File: config.mk
export PLATFORM = sky130hd
export DESIGN_NAME = fir_tap_sequencer
export DESIGN_NICKNAME = d
export VERILOG_FILES = /design/src/rtl/fir_tap_sequencer.sv
export SDC_FILE = /design/constraint.sdc
export NUM_CORES = 1
export LEC_CHECK = 0
export ABC_AREA = 1
export CORE_MARGIN = 2
export CORE_UTILIZATION = 52
export CTS_BUF_LIST = sky130_fd_sc_hd__clkbuf_8 sky130_fd_sc_hd__clkbuf_16
export CTS_CLUSTER_SIZE = 25
export DETAILED_ROUTE_END_ITERATION = 10
export PLACE_DENSITY = 0.77
export SLEW_MARGIN = 10
export SYNTH_ARGS = -nofsm -noshare
export SYNTH_HDL_FRONTEND = slang
export SYNTH_SLANG_ARGS = --single-unit
File: constraint.sdc
create_clock -name iClk12M -period 3.5 [get_ports iClk12M]
set_clock_uncertainty 0.05 [all_clocks]
set_input_delay 0.7 -clock iClk12M [delete_from_list [all_inputs] [get_ports iClk12M]]
set_output_delay 0.7 -clock iClk12M [all_outputs]
set_load 0.01 [all_outputs]
File: src/rtl/fir_tap_sequencer.sv
// Control sequencer for a symmetric odd-length FIR filter. It keeps the
// sample delay line and drives an external time-multiplexed MAC, one tap pair per cycle.
module fir_tap_sequencer #(
  parameter int DATA_WIDTH = 3,
  parameter int OUT_WIDTH  = 23,
  parameter int NUM_TAP    = 33
) (
  input  logic                         iClk12M,
  input  logic                         iRst,
  input  logic                         iEnSample,
  input  logic signed [DATA_WIDTH-1:0] iSample,
  input  logic signed [OUT_WIDTH-1:0]  iMac,
  output logic signed [DATA_WIDTH-1:0] oDelayHead,
  output logic signed [DATA_WIDTH-1:0] oDelayTail,
  output logic [4:0]                   oCoeffAddr,
  output logic                         oEnAdd,
  output logic                         oEnAcc,
  output logic                         oEnMul,
  output logic                         oIsCenter,
  output logic signed [OUT_WIDTH-1:0]  oFirOut,
  output logic                         oValid,
  output logic                         oBusy,
  output logic                         oOverrun
);

  localparam int NUM_PAIR = (NUM_TAP - 1) / 2;
  localparam int CENTER   = NUM_PAIR;
  localparam int IDX_W    = $clog2(NUM_TAP);

  typedef enum logic [1:0] {
    ST_IDLE,
    ST_MAC,
    ST_WAIT,
    ST_DONE
  } state_t;

  state_t                        rState;
  state_t                        wNext;
  logic [4:0]                    rK;
  logic signed [DATA_WIDTH-1:0]  rDelay [NUM_TAP];
  logic signed [OUT_WIDTH-1:0]   rFirOut;
  logic                          rOverrun;
  logic                          wAccept;
  logic [IDX_W-1:0]              wHeadIdx;
  logic [IDX_W-1:0]              wTailIdx;

  assign wAccept  = iEnSample && (rState == ST_IDLE);
  assign wHeadIdx = IDX_W'(rK);
  assign wTailIdx = IDX_W'(NUM_TAP - 1) - IDX_W'(rK);

  // NOTE: the delay line is ordinary flops, not a RAM, so it is cleared on
  // reset; every sequential block uses <= so all registers see pre-edge values.
  always_ff @(posedge iClk12M) begin
    if (iRst) begin
      for (int i = 0; i < NUM_TAP; i++) rDelay[i] <= '0;
    end else if (wAccept) begin
      rDelay[0] <= iSample;
      for (int i = 1; i < NUM_TAP; i++) rDelay[i] <= rDelay[i-1];
    end
  end

  always_ff @(posedge iClk12M) begin
    if (iRst) begin
      rState   <= ST_IDLE;
      rK       <= '0;
      rFirOut  <= '0;
      rOverrun <= 1'b0;
    end else begin
      rState   <= wNext;
      rOverrun <= iEnSample && (rState != ST_IDLE);
      if (wAccept) begin
        rK <= '0;
      end else if (rState == ST_MAC) begin
        rK <= (rK == 5'(CENTER)) ? 5'd0 : rK + 5'd1;
      end
      // The downstream accumulator is registered, so its final sum appears one cycle after the last tap.
      if (rState == ST_WAIT) rFirOut <= iMac;
    end
  end

  // NOTE: every always_comb output gets a default first so no path leaves
  // a signal unassigned, which would otherwise infer a latch.
  always_comb begin
    wNext      = rState;
    oDelayHead = '0;
    oDelayTail = '0;
    oCoeffAddr = '0;
    oEnAdd     = 1'b0;
    oEnAcc     = 1'b0;
    oEnMul     = 1'b0;
    oIsCenter  = 1'b0;
    unique case (rState)
      ST_IDLE: if (iEnSample) wNext = ST_MAC;
      ST_MAC: begin
        oCoeffAddr = rK;
        oEnMul     = 1'b1;
        oEnAdd     = (rK == 5'd0);
        oEnAcc     = (rK != 5'd0);
        oDelayHead = rDelay[wHeadIdx];
        if (rK == 5'(CENTER)) begin
          oIsCenter = 1'b1;
          wNext     = ST_WAIT;
        end else begin
          oDelayTail = rDelay[wTailIdx];
        end
      end
      ST_WAIT: wNext = ST_DONE;
      ST_DONE: wNext = ST_IDLE;
      default: wNext = ST_IDLE;
    endcase
  end

  assign oFirOut  = rFirOut;
  assign oValid   = (rState == ST_DONE);
  assign oBusy    = (rState != ST_IDLE);
  assign oOverrun = rOverrun;

endmodule
==> results summary <==
The run finished with clean final reports. The hold violation count in the final report came out at 0. The proportion of synthesized chip area in sequential cells came out at 52.57%. For hold timing, the worst endpoint is oFirOut[12]. The first routing iteration left 671 violations. The count of non-filler cells in the finished layout came out at 1126. The period utilization is 93.24%. For this configuration, the core starts out at a cell density of 53.05%.

The max-capacitance violation count came out at 0. The number of nets in the final layout is 975. The register-to-register setup slack came out at 1.45 ns. The transition at the pin with the smallest max-transition slack is 0.7388 ns. Sequential cells burn 36.4% of the power. The routed length per placed instance is 15.56 um.

The maximum fanout along the worst path is 24. The number of failing setup endpoints in the final timing report is 0. The startpoint identified for the worst register-to-register timing path is rK[1]. The number of H-tree levels came out at 4. The share of final-layout standard cells stronger than drive strength 1 is 6.632%. The number of clock buffers added by TritonCTS is 17.

Summed over all nets, the switching power comes to 2243 uW. The combined area of all synthesized cells is 7025 um2. The total cell area at the placement stage is 7865 um2. In this run the tool buffered the top-level ports with 69 buffer cells. Synthesis produced a netlist with a net count of 922. Relative to the synthesized area, the layout overhead comes to 21.10%. The remaining number of nets flagged by the antenna check after routing came out at 0. The number of placement rows is 42. Among all flip-flop cells after synthesis, the most frequent one is edfxtp_1. The routed wire length is 17520 um.

The final instance area is 8508 um2. The post-CTS repair timing setup buffer count is 0. Clock-pin slew was measured on the worst setup and hold paths at 0.06 ns. Setup repair after global routing left no endpoint under its margin.

The count of flip-flops with a built-in enable after synthesis is 99. The static power due to leakage is 0.003576 uW. The number of instances on the worst hold path came out at 2.

The cell-internal power came out at 4037 uW. The library cell used most frequently in the layout, excluding fill and tap cells, is nand2_1. The upper clock frequency limit came out at 0.3064 GHz. The number of cells produced by synthesis is 884.

The number of antenna diodes in the final layout is 0. STA puts the critical path data required time at 2.75 ns. The switching part of the total power is 35.71%. The worst register-to-register path has a depth of 9. The count of warnings emitted by yosys is 0. Once detailed placement completed, the half-perimeter wirelength came to 11350 um.

The global-route wire length before repair came out at 28610 um. The buffer depth of the longest clock path came out at 2. At the end of routability-driven placement, the weighted congestion stood at 0.8975.

The x dimension of the die came out at 120.2 um. The nature of the critical path endpoint is an output pin. The number of antenna violations at the first check in global routing came out at 0. Entering global routing, the biggest net connects 100 pins. The worst-case IR drop observed on VDD is 0.4675 mV. The per-instance average area after synthesis is 7.947 um2. Leaving out fill and tap cells, the most frequent cells in the layout are 178 x nand2_1, 124 x inv_1, 114 x nand3_1. The number of library cell types mapped by synthesis came out at 26. The overall power is 6279 uW. The relative slew slack is 50.75%. The minimum clock period after layout came out at 3.263 ns. The worst register-to-register path ends at rState[1]. The global-route total usage across every layer is 25.24%. The worst setup path is of the flop to output pin kind.

The class of the most critical hold timing path is flop to flop. The clock power share is 28.6%. The via count of the first global-routing pass came out at 5952. The core area came out at 13240 um2. The setup total negative slack came out at 0 ns. The register bit count reported by yosys came out at 135. The clock sink total came out at 135. The count of hold-fix buffers inserted at cts is 0.

The root buffer cell is clkbuf_16. STA classifies the critical path startpoint as a flop. Power spread over the standard cell area amounts to 738.0 nW/um2. The floorplan die height came out at 120.2 um. TritonCTS built the clock tree. The data arrival time at the worst-slack endpoint came out at 2.51 ns. The share of total power in combinational logic is 35.1%.

The die area came out at 14460 um2. The final max-slew violation count came out at 0. The ratio of routed vias to standard cells came out at 5.403. After filler insertion, the fill cell instance count of the layout stands at 1124. The detailed-router iteration count before antenna repair is 6. The count of placed standard cells including taps came out at 1094. Clock latency on the worst-skew pair, taken at its later pin, is 0.42 ns. Of all flip-flops after synthesis, the portion carrying an async set or reset was 0%. The number of top-level pins came out at 70. The hold path startpoint is oFirOut[12]. The via total after detailed routing is 6084. The final global-route overflow total is 0.

After detailed routing, the number of remaining DRC violations is 0.
## stage by stage
step	hold slack [ns]	utilization [%]	setup WS [ns]
CTS	0.4104	64.17	0.02413
floorplan	0.4350	-	0.1212
detailed placement	0.4013	59.39	0.3893
finish	0.4093	64.25	0.2366
global route	0.4273	64.25	0.08047
global placement	0.3970	59.39	0.4046
## Yosys cell counts, types with 2 or more instances
cell | n | area, um2
a21oi_1 | 84 | 420.4
inv_2 | 4 | 15.01
o211ai_1 | 3 | 22.52
clkbuf_1 | 22 | 82.58
nand3_1 | 114 | 570.6
ha_1 | 9 | 112.6
a211oi_1 | 3 | 22.52
buf_6 | 2 | 22.52
buf_2 | 28 | 140.1
o21ai_0 | 45 | 225.2
nand2_1 | 178 | 668.1
dfxtp_1 | 36 | 720.7
buf_4 | 4 | 30.03
nor2_1 | 113 | 424.2
o21ai_1 | 8 | 40.04
nor3b_1 | 2 | 15.01
edfxtp_1 | 99 | 2973
inv_1 | 122 | 457.9
## layout make-up
type / count / area, um2 / share of cell area (%)
Tap cell: 176 / 220.2 / 2.588
Clock inverter: 6 / 31.28 / 0.3676
Timing Repair Buffer: 91 / 897.1 / 10.54
Clock buffer: 26 / 583.1 / 6.853
Sequential cell: 135 / 3699 / 43.47
Inverter: 126 / 478.0 / 5.618
Multi-Input combinational cell: 566 / 2600 / 30.56
## how the worst max path moves through the flow
stage / endpoint / slack (ns) / cells after the start / from
after floorplan: rDelay[0][0] / 0.12 / 3 / iRst
final: oDelayHead[1] / 0.24 / 10 / flop
after detailed placement: oDelayTail[1] / 0.39 / 10 / rK[1]
after CTS: oDelayTail[2] / 0.02 / 11 / rK[1]
after global placement: oDelayTail[1] / 0.40 / 10 / rK[1]
after global routing: oDelayHead[1] / 0.08 / 10 / flop
## metal layers
metal  global-route usage [%]  wire (um)
met5                        0          0
met4                    10.90        525
met3                    9.104       1669
met2                    40.16       8049
met1                    31.08       7278
## repair_timing
| item | 4_1_cts | 5_1_grt |
|---|---|---|
| endpoints found under the setup margin | 2 | 3 |
| gates resized for setup | 4 | 4 |
| pin swaps | 0 | 0 |
## power groups by stage
stage                     Sequential (uW)  Combinational (uW)  Clock, uW
after global routing                 2320                2460       1880
after floorplan                      2280                1470          0
final                                2280                2200       1790
after detailed placement             2300                2160          0
after CTS                            2280                2190       1820
after global placement               2290                2140          0
## sequential cells by signal (all words and copies together), names as in the netlist, named ones only
name / flops
oOverrun: 1
rDelay: 99
rState: 2
oFirOut: 23
rK: 5
## critical path: stages, from the launching register on
cell             delay, ns
dfxtp_1               0.32
inv_2                 0.42
a21oi_1               0.10
o21ai_1               0.10
nand3_1               0.09
nand2_1               0.15
nand2_1               0.07
nand3_1               0.09
nand2_1               0.06
nor2_1                0.15
clkdlybuf4s50_1       0.56
## cell families after synthesis
| kind of cell | count (synthesis) | synth area share [%] |
|---|---|---|
| buf+inv | 183 | 10.70 |
| flops | 135 | 52.57 |
| fa+ha+maj | 9 | 1.603 |
| xor+xnor | 3 | 0.4810 |
| simple gates | 411 | 24.24 |
| compound gates | 143 | 10.40 |
Note: power is estimated with default switching activity, not from simulation.
